`config.mk`:
```
export PLATFORM = sky130hd
export DESIGN_NAME = alu_arbiter
export DESIGN_NICKNAME = d
export VERILOG_FILES = /design/src/rtl/alu_pkg.sv /design/src/rtl/alu_arbiter_alu.sv /design/src/rtl/alu_arbiter.sv
export SDC_FILE = /design/constraint.sdc
export NUM_CORES = 1
export LEC_CHECK = 0
export BUFFER_PORTS_ARGS = -buffer_cell sky130_fd_sc_hd__buf_2
export CORE_UTILIZATION = 50
export DETAILED_ROUTE_END_ITERATION = 10
export PLACE_DENSITY = 0.67
export SYNTH_ARGS = -nofsm -noshare
export SYNTH_HDL_FRONTEND = slang
export SYNTH_SLANG_ARGS = --single-unit
```
`constraint.sdc`:
```
create_clock -name clk -period 18.81 [get_ports clk]
set_input_delay 2.8215 -clock clk [delete_from_list [all_inputs] [get_ports clk]]
set_output_delay 2.8215 -clock clk [all_outputs]
set_load 0.01 [all_outputs]
```
`src/rtl/alu_pkg.sv`:
```
// Shared opcode and FSM state definitions for the arbitrated ALU.
package alu_pkg;

  localparam logic [2:0] OP_PASS = 3'b000;
  localparam logic [2:0] OP_ADD  = 3'b001;
  localparam logic [2:0] OP_SUB  = 3'b010;
  localparam logic [2:0] OP_DIV  = 3'b011;
  localparam logic [2:0] OP_MOD  = 3'b100;
  localparam logic [2:0] OP_SHL  = 3'b101;
  localparam logic [2:0] OP_SHR  = 3'b110;
  localparam logic [2:0] OP_GT   = 3'b111;

  typedef enum logic [1:0] {
    ST_IDLE = 2'b00,
    ST_EXEC = 2'b01,
    ST_RESP = 2'b10
  } state_t;

endpackage

```
`src/rtl/alu_arbiter_alu.sv`:
```
// Combinational ALU: unsigned operands, WIDTH+1 result, error flag on divide/modulus by zero.
module alu_arbiter_alu
  import alu_pkg::*;
#(
  parameter int WIDTH = 8
) (
  input  logic [2:0]       sel,
  input  logic [WIDTH-1:0] a,
  input  logic [WIDTH-1:0] b,
  output logic [WIDTH:0]   res,
  output logic             err
);

  logic [WIDTH:0] a_x;
  logic [WIDTH:0] b_x;

  assign a_x = {1'b0, a};
  assign b_x = {1'b0, b};

  // Shifts move by one position; shr result is a plain logical shift of a.
  always_comb begin
    res = '0;
    err = 1'b0;
    case (sel)
      OP_PASS: res = a_x;
      OP_ADD:  res = a_x + b_x;
      OP_SUB:  res = a_x - b_x;
      OP_DIV: begin
        if (b == '0) err = 1'b1;
        else         res = {1'b0, a / b};
      end
      OP_MOD: begin
        if (b == '0) err = 1'b1;
        else         res = {1'b0, a % b};
      end
      OP_SHL:  res = {a, 1'b0};
      OP_SHR:  res = {2'b00, a[WIDTH-1:1]};
      OP_GT:   res = {{WIDTH{1'b0}}, (a > b)};
      default: res = '0;
    endcase
  end

endmodule

```
`src/rtl/alu_arbiter.sv`:
```
// Two-requester round-robin front end for a shared ALU; one command in flight, IDLE->EXEC->RESP.
module alu_arbiter
  import alu_pkg::*;
#(
  parameter int WIDTH = 8
) (
  input  logic             clk,
  input  logic             rst_n,
  input  logic             req0_valid,
  output logic             req0_ready,
  input  logic [2:0]       req0_sel,
  input  logic [WIDTH-1:0] req0_a,
  input  logic [WIDTH-1:0] req0_b,
  input  logic             req1_valid,
  output logic             req1_ready,
  input  logic [2:0]       req1_sel,
  input  logic [WIDTH-1:0] req1_a,
  input  logic [WIDTH-1:0] req1_b,
  output logic             rsp_valid,
  input  logic             rsp_ready,
  output logic             rsp_id,
  output logic [WIDTH:0]   rsp_data,
  output logic             rsp_err
);

  state_t           state;
  logic             last_grant;
  logic [2:0]       sel_p0;
  logic [WIDTH-1:0] a_p0;
  logic [WIDTH-1:0] b_p0;
  logic             id_p0;
  logic             gnt_any;
  logic             gnt_id;
  logic             idle;
  logic [WIDTH:0]   alu_res;
  logic             alu_err;

  // On a tie the requester that did not win last time is granted.
  always_comb begin
    gnt_any = req0_valid | req1_valid;
    if (req0_valid && req1_valid) gnt_id = ~last_grant;
    else                          gnt_id = req1_valid;
  end

  assign idle       = rst_n && (state == ST_IDLE);
  assign req0_ready = idle && gnt_any && !gnt_id;
  assign req1_ready = idle && gnt_id;

  alu_arbiter_alu #(
    .WIDTH (WIDTH)
  ) u_alu (
    .sel (sel_p0),
    .a   (a_p0),
    .b   (b_p0),
    .res (alu_res),
    .err (alu_err)
  );

  always_ff @(posedge clk or negedge rst_n) begin
    if (!rst_n) begin
      state      <= ST_IDLE;
      last_grant <= 1'b1;
      sel_p0     <= '0;
      a_p0       <= '0;
      b_p0       <= '0;
      id_p0      <= 1'b0;
      rsp_valid  <= 1'b0;
      rsp_id     <= 1'b0;
      rsp_data   <= '0;
      rsp_err    <= 1'b0;
    end else begin
      case (state)
        // p0: capture the granted command
        ST_IDLE: begin
          if (gnt_any) begin
            sel_p0     <= gnt_id ? req1_sel : req0_sel;
            a_p0       <= gnt_id ? req1_a   : req0_a;
            b_p0       <= gnt_id ? req1_b   : req0_b;
            id_p0      <= gnt_id;
            last_grant <= gnt_id;
            state      <= ST_EXEC;
          end
        end
        // p1: register ALU result into the response
        ST_EXEC: begin
          rsp_data  <= alu_res;
          rsp_err   <= alu_err;
          rsp_id    <= id_p0;
          rsp_valid <= 1'b1;
          state     <= ST_RESP;
        end
        ST_RESP: begin
          if (rsp_ready) begin
            rsp_valid <= 1'b0;
            state     <= ST_IDLE;
          end
        end
        default: state <= ST_IDLE;
      endcase
    end
  end

endmodule

```
# --- Yosys cells after proc, flatten, opt, wreduce, memory -nomap -nowiden ---
# Index checks and enable logic that the tools add are counted.
classes:
  add_sub_neg: 2
  div_mod_pow: 2
  order_cmp: 1
  eq_ne: 11
  mux: 14
  n_bitwise: 2
  n_reduce_logical: 14
ops:
  columns: ["cell", "count"]
  rows:
  - ["9-bit case mux with 8 select lines", 1]
  - ["8-bit 2-to-1 mux", 4]
  - ["3-bit == test, second input constant", 4]
  - ["8-bit by 8-bit adder with 9-bit output", 1]
  - ["8-bit by 8-bit subtractor with 9-bit output", 1]
  - ["8-bit by 8-bit divider with 8-bit output", 1]
  - ["8-bit greater-than comparator", 1]
  - ["8-bit zero test", 1]
  - ["8-bit by 8-bit modulo with 8-bit output", 1]
  - ["3-bit by 2-bit == test with 1-bit output, second input constant", 2]
  - ["2-bit case mux with 3 select lines", 1]
  - ["2-bit AND reduction", 3]
  - ["1-bit logical AND", 5]
  - ["1-bit 2-to-1 mux", 4]
  - ["2-bit 2-to-1 mux", 2]
  - ["2-bit != test, second input constant", 2]
  - ["3-bit by 1-bit == test with 1-bit output, second input constant", 1]
  - ["3-bit zero test", 1]
  - ["3-bit 2-to-1 mux", 1]
  - ["2-bit by 1-bit == test with 1-bit output, second input constant", 1]
  - ["2-bit == test, second input constant", 1]
  - ["2-bit zero test", 1]
  - ["1-bit case mux with 2 select lines", 1]
  - ["2-bit nonzero test", 1]
  - ["other kinds (4)", 4]
totals:
  ff_bits: 35
  in_bits: 43
  output_inout_bits: 14
  word_cells: 56

# --- Depth between registers and ports, before layout ---
# Gate-level depths: netlist of the first run.
logic_depth:
  depth_word: 4
  depth_mapped: 51
  ltp_nobuf: 50

# --- By module ---
# From an unflattened synthesis of the first run, not the netlist that was laid out.
hier_totals:
  hier_cells: 551
  hier_area_um2: 4774.6
by_module_without_submodules:
  columns: ["module", "instances", "cells_per_inst", "area_per_inst_um2", "seq_area_each_um2"]
  rows:
  - ["alu_arbiter_alu", 1, 446, 3061.7, 0.0]
  - ["alu_arbiter", 1, 105, 1712.9, 877.1]

# --- Least setup slack after synthesis of the first run ---
# No wires, ideal clock.
synth_timing:
  path_kind: "register to register"
  from: "register b_p0[0]"
  to: "register rsp_data[7]"
  setup_ns: 0.131
  arrival_ns: 10.304
  required_time_ns: 18.679
  slack_ns: 8.376
  path_stages_with_launch: 47
  path_buffers: 2
  synth_period_minus_slack_ns: 10.434
  path_cell_list: "dfrtp_1 -> inv_1 -> ha_1 -> o21ba_2 -> and3_1 -> mux2i_1 -> ha_1 -> o21a_1 -> o311ai_1 -> a22o_1 -> ha_1 -> a21oi_1 -> a211o_1 -> mux2i_2 -> ha_1 -> o211a_1 -> o21ai_0 -> a21o_2 -> [11 not listed] -> buf_2 -> mux2_1 -> ha_1 -> o21ai_0 -> a2111oi_0 -> o41ai_1 -> buf_2 -> a21oi_1 -> inv_1 -> ha_1 -> nor2b_1 -> o21ai_0 -> a21oi_1 -> o41ai_1 -> xor2_1 -> o21ai_0 -> a311oi_1 -> a21oi_1"
synth_between:
  elab_chain_len: 3
  word_cells_on_any_way: 8
  classes_between: "add/sub: 2; div: 2; mux: 3; reduce/logical: 1"
synth_lines:
  columns: ["element", "line", "source"]
  rows:
  - ["start, declared", "alu_arbiter.sv:30", "logic [WIDTH-1:0] b_p0;"]
  - ["start signal, assigned", "alu_arbiter.sv:78", "b_p0 <= gnt_id ? req1_b : req0_b;"]
  - ["8-bit by 8-bit modulo with 8-bit output, or another cell as far along", "alu_arbiter_alu.sv:34", "else res = {1'b0, a % b};"]
  - ["8-bit 2-to-1 mux, on equally long branches", "alu_arbiter_alu.sv:33, alu_arbiter_alu.sv:29", null]
  - ["9-bit case mux with 8 select lines *", "alu_arbiter_alu.sv:24", "case (sel)"]
  - ["end signal, assigned", "alu_arbiter.sv:86", "rsp_data <= alu_res;"]
  - ["end, declared", "alu_arbiter.sv:22", "output logic [WIDTH:0] rsp_data,"]
# Mark *: on every way between the ends. The rest lies on a longest branch, timed or not.
# A chain may end at the register's enable or synchronous reset.

# --- Worst setup path after layout of the first run ---
layout_timing:
  from: "register b_p0[0]"
  to: "register rsp_data[0]"
# Same word-level chain as after synthesis.

==> summary by stage, run 1 <==
Outcome
The flow ran to the end, and the final reports show no timing, DRC or antenna violations.

Final layout
The commonest non-fill, non-tap cell in the layout is nor2_1. From synthesis to final layout, the design area changed by 9.93%. Of the cells placed in the final design, the portion with a size suffix greater than 1 is 15.9%. The final-stage net count is 688.

In the layout the commonest cells are nor2_1, a21oi_1, buf_2, ha_1, dfrtp_1. 0 antenna diodes ended up in the layout.

STA
The number of hold violations in the final report was 0. The number of pins exceeding their max-slew limit in the final report was 0. The transition time of the tightest slew-check pin is 1.08 ns. After layout, the minimum clock period comes to 12.09 ns. The setup TNS is 0 ns. Between clock sinks in the finished design, the worst skew comes to 0.00533 ns. The final worst-path cycle share is 64.3%. Setup violations remaining at the end of the flow were counted as 0. Setup repair after global routing left no endpoint under its margin.

Timing would allow up to 82.7 MHz. The worst-case headroom to the max-slew limit is 27.2%.

Floorplan
The die is 95.9 um tall. For this configuration, the core starts out at a cell density of 52.6%. For this design the top-level I/O count stands at 57. The total area inside the core boundary comes to 0.00838 mm2.

The horizontal extent of the die is 95.9 um. The cell row count is 33. The die covers 0.00920 mm2.

Worst setup path
The cell count of the worst reg-to-reg path is 44. The category of the worst setup path launch point is a flop. The critical-path maximum fanout is 11.

The critical path in this run is classified as reg -> reg. The setup slack on the worst flop-to-flop path is 6.72 ns. The delay contributed by the slowest stage of the critical path is 0.90 ns.

Data on the critical path arrives at its endpoint at 12.30 ns. The worst setup path is captured at a flop. For the worst setup path, the data required time is 19.02 ns. The worst flop-to-flop path startpoint is b_p0[0]$_DFFE_PN0P_. The cell repeated most along the worst path is ha_1.

The largest individual stage delay along the critical path comes from the cell o41ai_2. The worst register-to-register path ends at rsp_data[0]$_DFFE_PN0P_.

Placement
After legalization and detailed placement, the total HPWL measured 9460 um. In this run the tool buffered the top-level ports with 56 buffer cells. The congestion estimate from routability-driven global placement came to 0.913.

Global routing
The first global-routing pass estimated 19200 um of wire. Summed over all layers, the global routing overflow is 0. The via count of the first global-routing pass was 3793.

The combined global-route utilization of all metal layers is 27.6%. The number of antenna violations at the first check in global routing came to 0. Entering global routing, the biggest net connects 41 pins.

Logic synthesis
The number of library cell types mapped by synthesis is 79. The fraction of registers with async set/reset is 100%. The number of enable-type register cells in the synthesized netlist is 0.

The flop and latch count out of synthesis is 35. Synthesis handed over a netlist of 546 instances. Averaged over all synthesized cells, the footprint is 8.07 um2.

The yosys synthesis warning count is 0. For this run, the register share of the synthesized area comes to 19.9%. The number of nets in the synthesized netlist is 645.

The cell area after synthesis is 0.00441 mm2. The most used flip-flop cell after synthesis is dfrtp_1.

Hold path
The worst min-delay path endpoint is rsp_err$_DFFE_PN0P_. The path category of the worst min-delay check is reg -> reg. The worst hold path begins at rsp_err$_DFFE_PN0P_. Along the worst hold path, the cell count comes to 2.

Clock network
The H-tree generated during clock tree synthesis spans 2 levels. Buffers added to address setup during post-CTS repair amount to 0. The maximum number of buffers from clock root to sink is 2. The TritonCTS buffer count is 5. The clock latency at the later pin of the worst-skew pair is 0.28 ns. The clock-pin slew of the registers on the worst-case setup and hold paths is 0.08 ns.

The number of hold buffers added after CTS was 0. The tree built by TritonCTS fans out to 35 sinks. The root buffer cell chosen for the clock tree is clkbuf_8. In this run, post-CTS repair resized a total of 0 instances. TritonCTS built the clock tree.

Detailed routing
Once detail routing completed, the nets flagged for antenna violations numbered 0. The number of remaining DRC errors is 0. The via total after detailed routing is 4315. The detailed-router iteration count before antenna repair is 4. Dividing the detail-routed wire length by the instance count gives 17.8 um. The count of routing violations after the opening detailed-route iteration is 246. The average via count per standard cell is 6.21. The sum of routed wire length over all layers is 12400 um.

Run
The tool flagged a number of max-cap violations equal to 0.
[synthesized netlist by cell type (4+ instances only)]
| cell type | n | share of area [%] |
|---|---|---|
| mux2_4 | 4 | 1.4 |
| and3_1 | 5 | 0.71 |
| nor3b_1 | 5 | 0.85 |
| nor2b_1 | 9 | 1.3 |
| dfrtp_1 | 34 | 19 |
| ha_1 | 53 | 15 |
| nor3_1 | 19 | 2.2 |
| o22ai_1 | 8 | 1.1 |
| clkbuf_1 | 21 | 1.8 |
| nand2_1 | 20 | 1.7 |
| a21o_1 | 6 | 1.0 |
| xor2_1 | 8 | 1.6 |
| a21oi_1 | 60 | 6.8 |
| nand4_1 | 4 | 0.57 |
| a31oi_1 | 11 | 1.6 |
| nand3_1 | 7 | 0.79 |
| nor2_1 | 62 | 5.3 |
| o21ai_0 | 31 | 3.5 |
| mux2i_1 | 26 | 5.9 |
| or3_1 | 5 | 0.71 |
| o21a_1 | 11 | 1.9 |
| xnor2_1 | 17 | 3.4 |
| inv_1 | 33 | 2.8 |
| nand2b_1 | 7 | 0.99 |
[worst max path at each step]
| stage | from | endpoint | slack (ns) | depth (start not counted) |
|---|---|---|---|---|
| 2_1_floorplan | b_p0[0]$_DFFE_PN0P_ | rsp_data[7]$_DFFE_PN0P_ | 8.38 | 46 |
| 3_3_place_gp | b_p0[6]$_DFFE_PN0P_ | rsp_data[0]$_DFFE_PN0P_ | 7.40 | 44 |
| 3_5_place_dp | b_p0[0]$_DFFE_PN0P_ | rsp_data[0]$_DFFE_PN0P_ | 6.89 | 44 |
| 4_1_cts | b_p0[0]$_DFFE_PN0P_ | rsp_data[0]$_DFFE_PN0P_ | 6.80 | 44 |
| 5_1_grt | b_p0[0]$_DFFE_PN0P_ | rsp_data[7]$_DFFE_PN0P_ | 5.65 | 44 |
| 6_report | b_p0[0]$_DFFE_PN0P_ | rsp_data[0]$_DFFE_PN0P_ | 6.72 | 44 |
[kinds of logic (layout without fill, tap and decap cells)]
logic type      Yosys count  in the layout  share of synthesized area, %
compound gates          184            184                          28.2
xor+xnor                 25             25                          4.97
fa+ha+maj                57             57                          16.6
buf+inv                  56            100                          4.83
flops                    35             35                          19.9
mux                      33             33                          8.09
simple gates            156            156                          17.4
[sequential cells by signal, indices dropped and copies added (netlist names)]
signal      count
b_p0            8
rsp_err         1
sel_p0          3
id_p0           1
rsp_id          1
rsp_data        9
a_p0            8
rsp_valid       1
last_grant      1
state           2
[stage by stage]
stage	cell area, um2	util [%]	std cells	hold slack (ns)	worst slack (ns)
after floorplan	4410	-	546	0.474	8.38
after global placement	4760	56.8	687	0.463	7.40
after detailed placement	4760	56.8	687	0.466	6.89
after CTS	4850	57.8	695	0.482	6.80
after global routing	4850	57.8	695	0.511	5.65
final	4850	57.8	695	0.473	6.72
[layer usage]
metal | global-route usage (%) | wire [um] | vias to the layer above
met5 | 0 | 0 | -
met2 | 42.3 | 5530 | 151
met4 | 7.84 | 285 | 0
met1 | 39.5 | 5740 | 2046
li1 | - | - | 2101
met3 | 4.98 | 822 | 17
[final cells by class]
class	instances	area (um2)
fillers	781	3540
multi-input cells	455	3330
flip-flops and latches	35	877
repair buffers	59	303
well taps	105	131
inverters	33	124
clock buffers	7	76.3
clock inverters	1	5.00
[critical path: cells and delay by family, from the launching register on]
kind	cells	cell delay [ns]
and+or+nand+nor	5	1.28
AOI/OAI and AO/OA	25	6.11
buffers and inverters	1	0.26
muxes	5	1.24
DFF	1	0.45
adders and majority gates	8	2.66
Power of run 1 is not shown: default switching activity piles up to over one toggle a cycle in this logic, so the estimate is an artifact.
==> inputs of run 2 (changes only) <==
--- a/config.mk
+++ b/config.mk
@@ -8,7 +8,7 @@
 export BUFFER_PORTS_ARGS = -buffer_cell sky130_fd_sc_hd__buf_2
 export CORE_UTILIZATION = 50
 export DETAILED_ROUTE_END_ITERATION = 10
-export PLACE_DENSITY = 0.67
+export PLACE_DENSITY = 0.69
 export SYNTH_ARGS = -nofsm -noshare
 export SYNTH_HDL_FRONTEND = slang
 export SYNTH_SLANG_ARGS = --single-unit
==> constraint.sdc (replaced) <==
create_clock -name clk -period 10.13 [get_ports clk]
set_input_delay 1.5195 -clock clk [delete_from_list [all_inputs] [get_ports clk]]
set_output_delay 1.5195 -clock clk [all_outputs]
set_load 0.01 [all_outputs]
==> run 2 against run 1 <==
Net effect:
- the flow now finishes with violations (setup timing)
- critical path depth is 7 higher
- clock skew is 0.0025 ns higher
- count of clock-buffer cells in the layout stayed put
- non-clock buffer count is 64 higher
- core utilization is 13 points higher
- die area stayed put
- sequential share of layout area is 3.2 points lower
- first-iteration DRC count is 38% higher
- worst setup slack worse by 6.7 ns
- cell area is 22% higher
- cell count is 9.2% higher
- flip-flop and latch count stayed put
- critical path type unchanged
- critical endpoint unchanged
==> summary by stage, run 2 (synthesis results as in run 1) <==
Outcome
Outcome: finished, violations left (was finished, final reports clean). The final reports fail on setup timing.

Floorplan
The die extent in y is 95.9 um (unchanged). The core footprint is 0.00838 mm2 (unchanged). The cell row count is 33 (unchanged). The top-level port count is 57 (unchanged). The starting utilization of the core area is 52.6% (unchanged). The total die area came to 0.00920 mm2 (unchanged). The horizontal extent of the die was 95.9 um (unchanged).

Final layout
The area used by multi-input combinational logic came to 0.00388 mm2 (was 0.00333 mm2). The final design instance area without fill came to 0.00589 mm2 (was 0.00485 mm2). The count of placed standard cells in the final layout, fillers left out is 759 (was 695). The share of final-layout standard cells stronger than drive strength 1 came to 34.3% (was 15.9%). The commonest non-fill, non-tap cell in the layout is buf_4 (was nor2_1). The number of flip-flops under the largest register name is 9 (unchanged). The register containing the most flip-flops in the final layout is rsp_data (unchanged). The final-stage net count is 752 (was 688). The number of antenna diodes came to 0 (unchanged). The synthesis-to-finish area growth was 33.7% (was 9.93%). Largest registers: rsp_data x9, a_p0 x8, b_p0 x8 (unchanged).

The sequential cell area is 877 um2 (unchanged). The number of fill cells is 625 (was 781). The final standard cell utilization of the core is 70.3% (was 57.8%). Commonest cells after routing, fill and taps aside: buf_4, nor2_1, buf_2, a21oi_1, ha_1 (was nor2_1, a21oi_1, buf_2, ha_1, dfrtp_1).

Hold path
The startpoint of the tightest hold check path is rsp_data[8]$_DFFE_PN0P_ (was rsp_err$_DFFE_PN0P_). The hold-critical path depth was 2 (unchanged). The path category of the worst min-delay check was reg -> reg (unchanged).

Worst setup path
The delay contributed by the slowest stage of the critical path is 0.39 ns (was 0.90 ns). The critical path launch point is b_p0[0]$_DFFE_PN0P_ (unchanged). The slowest library cell on the worst path is dfrtp_1 (was o41ai_2).

The classification of the worst setup path is reg -> reg (unchanged). The cell count of the worst reg-to-reg path came to 51 (was 44). The category of the worst setup path launch point is a flop (unchanged). The signal arrival time at the worst endpoint is 10.38 ns (was 12.30 ns). The worst flop-to-flop path startpoint was b_p0[0]$_DFFE_PN0P_ (unchanged). The cell repeated most along the worst path is buf_4 (was ha_1). The element type at the critical path end is a flop (unchanged). The critical-path maximum fanout came to 6 (was 11). The data required time at the worst endpoint is 10.36 ns (was 19.02 ns).

Placement
The cell count after placement is 727 (was 687). The estimated wirelength of the detail-placed design is 10300 um (was 9460 um). The placer congestion estimate came to 0.967 (was 0.913). The number of buffers inserted by port buffering is 56 (unchanged).

The instance area after placement was 0.00508 mm2 (was 0.00476 mm2).

Run
The max capacitance violation total was 0 (unchanged).

STA
The clock period minus worst slack was 10.15 ns (was 12.09 ns). The achievable clock frequency is 98.5 MHz (was 82.7 MHz). The clock tree skew after final layout came to 0.00783 ns (was 0.00533 ns). The minimum setup slack in the final design was -0.0177 ns (was 6.72 ns).

The number of pins exceeding their max-slew limit in the final report came to 0 (unchanged). The transition time of the tightest slew-check pin came to 0.987 ns (was 1.08 ns). The final worst-path cycle share is 100% (was 64.3%). The setup TNS is -0.0177 ns (was 0 ns). The worst-case headroom to the max-slew limit is 34.1% (was 27.2%). Setup repair after global routing missed its margin: true (was false). The count of endpoints failing setup in the final report came to 1 (was 0). The number of hold violations in the final report was 0 (unchanged).

Detailed routing
The count of routing violations after the opening detailed-route iteration came to 339 (was 246). The detailed-router iteration count before antenna repair was 8 (was 4). The average via count per standard cell is 6.35 (was 6.21). The via total after detailed routing was 4823 (was 4315).

The sum of routed wire length over all layers is 14600 um (was 12400 um). The number of remaining DRC errors is 0 (unchanged). The number of antenna-violating nets in the routed design came to 0 (unchanged). The detailed-route wire length per cell is 19.2 um (was 17.8 um).

Clock network
The number of clock sinks came to 35 (unchanged). The TritonCTS buffer count was 5 (unchanged). The maximum number of buffers from clock root to sink is 2 (unchanged). The CTS tree is done (unchanged). The clock-pin slew of the registers on the worst-case setup and hold paths is 0.07 ns (was 0.08 ns). The count of H-tree levels built during CTS was 2 (unchanged). The clock latency at the later pin of the worst-skew pair is 0.30 ns (was 0.28 ns).

The clock root buffer is clkbuf_8 (unchanged).

Global routing
The number of antenna violations at the first check in global routing is 0 (unchanged). The maximum number of pins on one net before global-route repair is 41 (unchanged). The via count of the first global-routing pass was 4292 (was 3793).

The wire length of the first global-routing pass is 20800 um (was 19200 um). The combined global-route utilization of all metal layers came to 29.7% (was 27.6%). The total congestion overflow after global routing is 0 (unchanged).
[run 2: cell types whose count changed in the layout (fill, tap and decap cells not counted), moves of 4 or more]
cell / before / now
nor3_2: 1 / 5
ha_1: 53 / 37
nor3_1: 19 / 13
nor2_2: 1 / 5
o21ai_1: 0 / 5
a21oi_2: 2 / 10
o21ai_0: 31 / 22
a21oi_1: 60 / 51
ha_4: 0 / 14
nor2_1: 62 / 57
buf_4: 3 / 63
[run 2: repair_timing]
item	in CTS	in global routing
hold buffers	0	0
pin swaps	14	50
setup buffers	6	18
endpoints found under the setup margin	8	8
resized for setup	21	77
[run 2: final cells by class]
type                       count  area share [%]
timing repair buffer         123            13.6
clock buffer                   7            1.29
multi-input combinational    455            65.8
inverter                      33            2.10
tap                          105            2.23
sequential                    35            14.9
clock inverter                 1          0.0849
[run 2: final timing paths]
check,to,slack (ns)
worst max-delay path,rsp_data[0]$_DFFE_PN0P_,-0.02
worst min-delay path,rsp_data[8]$_DFFE_PN0P_,0.49
worst max register to register,rsp_data[0]$_DFFE_PN0P_,-0.02
worst min register to register,rsp_data[8]$_DFFE_PN0P_,0.49
max in group asynchronous,last_grant$_DFFE_PN1P_,8.48
min in group asynchronous,state[1]$_DFFE_PN0P_,1.31
[run 2: stage by stage]
stage	setup WS (ns)	hold slack, ns
6_report	-0.0177	0.487
5_1_grt	-0.359	0.533
4_1_cts	0.0108	0.491
3_5_place_dp	-0.418	0.474
3_3_place_gp	0.0109	0.461
2_1_floorplan	0.0322	0.474
[run 2: routing by layer]
layer,global-route usage (%),share of wire (%)
met5,0,0
met2,49.0,48
met1,38.4,42
met4,11.1,3.3
met3,5.45,6.3
[run 2: worst max-delay path: cells and delay by family, from the launching register on]
family          cells  cell delay, ns
simple gates        8            1.38
fa+ha+maj           8            2.21
buf+inv             7            1.05
mux                 4            0.90
flops               1            0.39
compound gates     24            4.14
Power of run 2 is left out for the same reason.
==> inputs of run 3 (changes only) <==
==> constraint.sdc (replaced) <==
create_clock -name clk -period 9 [get_ports clk]
set_input_delay 1.35 -clock clk [delete_from_list [all_inputs] [get_ports clk]]
set_output_delay 1.35 -clock clk [all_outputs]
set_load 0.01 [all_outputs]
==> run 3 against run 2 <==
Net effect:
- routed wire length increased by 0.43%
- critical endpoint unchanged
- cell count increased by 7.4%
- clock skew decreased by 0.0020 ns
- the run still ends with setup timing left
- register-to-register slack got worse by 0.98 ns
- global-route usage increased by 2.0 points
- non-clock buffer count increased by 56
==> summary by stage, run 3 (synthesis results as in run 1) <==
Outcome
Outcome: finished, violations left (unchanged). Violations in the final reports: setup timing (unchanged).

Global routing
The via count of the first global-routing pass is 4576 (was 4292). The total congestion overflow after global routing is 0 (unchanged). The maximum number of pins on one net before global-route repair came to 42 (was 41). The combined global-route utilization of all metal layers was 31.7% (was 29.7%).

The number of antenna violations at the first check in global routing is 0 (unchanged). The wire length of the first global-routing pass was 22200 um (was 20800 um).

Worst setup path
The category of the worst setup path launch point is a flop (unchanged). The data required time at the worst endpoint is 9.21 ns (was 10.36 ns). The classification of the worst setup path was reg -> reg (unchanged). The delay contributed by the slowest stage of the critical path is 0.45 ns (was 0.39 ns).

The dominant delay contributor by cell family on the critical path is compound AO/OA/AOI/OAI gates (unchanged). The slowest library cell on the worst path is a2111oi_4 (was dfrtp_1). The total buffers and inverters traversed by the critical path is 6 (was 7). The signal arrival time at the worst endpoint is 10.21 ns (was 10.38 ns). The element type at the critical path end is a flop (unchanged). The cell repeated most along the worst path is ha_4 (was buf_4). The critical-path maximum fanout is 5 (was 6).

Final layout
The register containing the most flip-flops in the final layout was rsp_data (unchanged). The final design instance area without fill is 0.00628 mm2 (was 0.00589 mm2). The number of antenna diodes is 0 (unchanged). The commonest non-fill, non-tap cell in the layout is buf_4 (unchanged). Commonest cells after routing, fill and taps aside: buf_4, nor2_1, buf_2, a21oi_1, ha_1 (unchanged). Largest registers: rsp_data x9, a_p0 x8, b_p0 x8 (unchanged).

The final-stage net count is 808 (was 752). The share of final-layout standard cells stronger than drive strength 1 is 38.5% (was 34.3%). The synthesis-to-finish area growth is 42.6% (was 33.7%). The number of flip-flops under the largest register name is 9 (unchanged).

Clock network
The clock root buffer is clkbuf_8 (unchanged). The TritonCTS buffer count came to 5 (unchanged). The CTS tree is done (unchanged).

The number of clock sinks is 35 (unchanged). The maximum number of buffers from clock root to sink is 2 (unchanged). The clock-pin slew of the registers on the worst-case setup and hold paths is 0.07 ns (about the same). The count of H-tree levels built during CTS came to 2 (unchanged). The post-cts hold buffer count is 0 (unchanged). The clock latency at the later pin of the worst-skew pair is 0.28 ns (was 0.30 ns).

Floorplan
The cell row count is 33 (unchanged). The total die area is 0.00920 mm2 (unchanged). The core footprint is 0.00838 mm2 (unchanged). The die extent in y was 95.9 um (unchanged).

The horizontal extent of the die is 95.9 um (unchanged). The top-level port count is 57 (unchanged). The starting utilization of the core area came to 52.6% (unchanged).

STA
The minimum setup slack in the final design is -0.997 ns (was -0.0177 ns). The number of pins exceeding their max-slew limit in the final report is 0 (unchanged). The count of endpoints failing setup in the final report was 8 (was 1). The clock period minus worst slack was 10.0 ns (was 10.15 ns). The final worst-path cycle share is 111% (was 100%). Setup repair after global routing missed its margin: true (unchanged).

The achievable clock frequency was 100 MHz (was 98.5 MHz). The number of hold violations in the final report is 0 (unchanged). The worst-case headroom to the max-slew limit is 35.7% (was 34.1%). The transition time of the tightest slew-check pin came to 0.962 ns (was 0.987 ns).

The setup TNS was -7.05 ns (was -0.0177 ns). The clock tree skew after final layout was 0.00585 ns (was 0.00783 ns).

Placement
The estimated wirelength of the detail-placed design came to 10900 um (was 10300 um). The placer congestion estimate was 0.895 (was 0.967). The number of buffers inserted by port buffering is 56 (unchanged). The instance area after placement is 0.00570 mm2 (was 0.00508 mm2).

Detailed routing
The sum of routed wire length over all layers is 14600 um (about the same). The detailed-router iteration count before antenna repair is 6 (was 8). The count of routing violations after the opening detailed-route iteration was 309 (was 339). The detailed-route wire length per cell is 18.0 um (was 19.2 um). The average via count per standard cell is 5.96 (was 6.35).

The number of antenna-violating nets in the routed design is 0 (unchanged). The via total after detailed routing is 4858 (was 4823). The number of remaining DRC errors is 0 (unchanged).

Run
The max capacitance violation total was 0 (unchanged).

Hold path
The path category of the worst min-delay check is reg -> reg (unchanged).
## run 3: cell types whose count changed in the layout (fill, tap and decap cells not counted), moves of 3 or more
| cell | delta |
|---|---|
| nor2_2 | -3 |
| buf_6 | +3 |
| buf_4 | +54 |
| a21oi_4 | +3 |
| ha_1 | +4 |
| ha_4 | -3 |
## run 3: per-stage QoR
stage,util (%),setup slack (ns),hold WS [ns],std cells
global placement,68.0,-0.637,0.461,779
finish,75.0,-0.997,0.476,815
floorplan,-,-0.493,0.474,546
CTS,72.9,-0.742,0.481,807
detailed placement,68.0,-0.960,0.465,779
global route,75.0,-1.38,0.517,815
## run 3: per-layer routing
metal / track usage, % / up-vias / wire length, um
li1: - / 2352 / -
met1: 41.3 / 2288 / 6380
met2: 54.4 / 186 / 7170
met3: 4.11 / 32 / 721
met4: 9.95 / 0 / 373
met5: 0 / - / 0
## run 3: repair_timing
action,in CTS,in global routing
setup endpoints to repair,8,8
setup buffers,21,9
pin swaps,29,20
resized for setup,33,22
## run 3: tightest hold or removal path: stages (launching register included)
cell	delay, ns
dfrtp_1	0.34
nand2_1	0.04
o21ai_0	0.06
## run 3: layout make-up
type	instances	area [um2]
sequential	35	877
fill	622	2100
inverter	33	124
tap	105	131
clock buffer	7	76.3
multi-input combinational	455	3840
clock inverter	1	5.00
timing repair buffer	179	1230
## run 3: path summary, 6_finish.rpt
check | start | to | slack [ns] | cells past startpoint
worst max-delay path | b_p0[0]$_DFFE_PN0P_ | rsp_data[0]$_DFFE_PN0P_ | -1.0 | 49
worst min-delay path | rsp_id$_DFFE_PN0P_ | rsp_id$_DFFE_PN0P_ | 0.48 | 2
worst max register to register | b_p0[0]$_DFFE_PN0P_ | rsp_data[0]$_DFFE_PN0P_ | -1.0 | 49
worst min register to register | rsp_id$_DFFE_PN0P_ | rsp_id$_DFFE_PN0P_ | 0.48 | 2
max in group asynchronous | rst_n | b_p0[4]$_DFFE_PN0P_ | 7.32 | 1
min in group asynchronous | rst_n | rsp_data[2]$_DFFE_PN0P_ | 1.15 | 1
Power of run 3 is left out for the same reason.
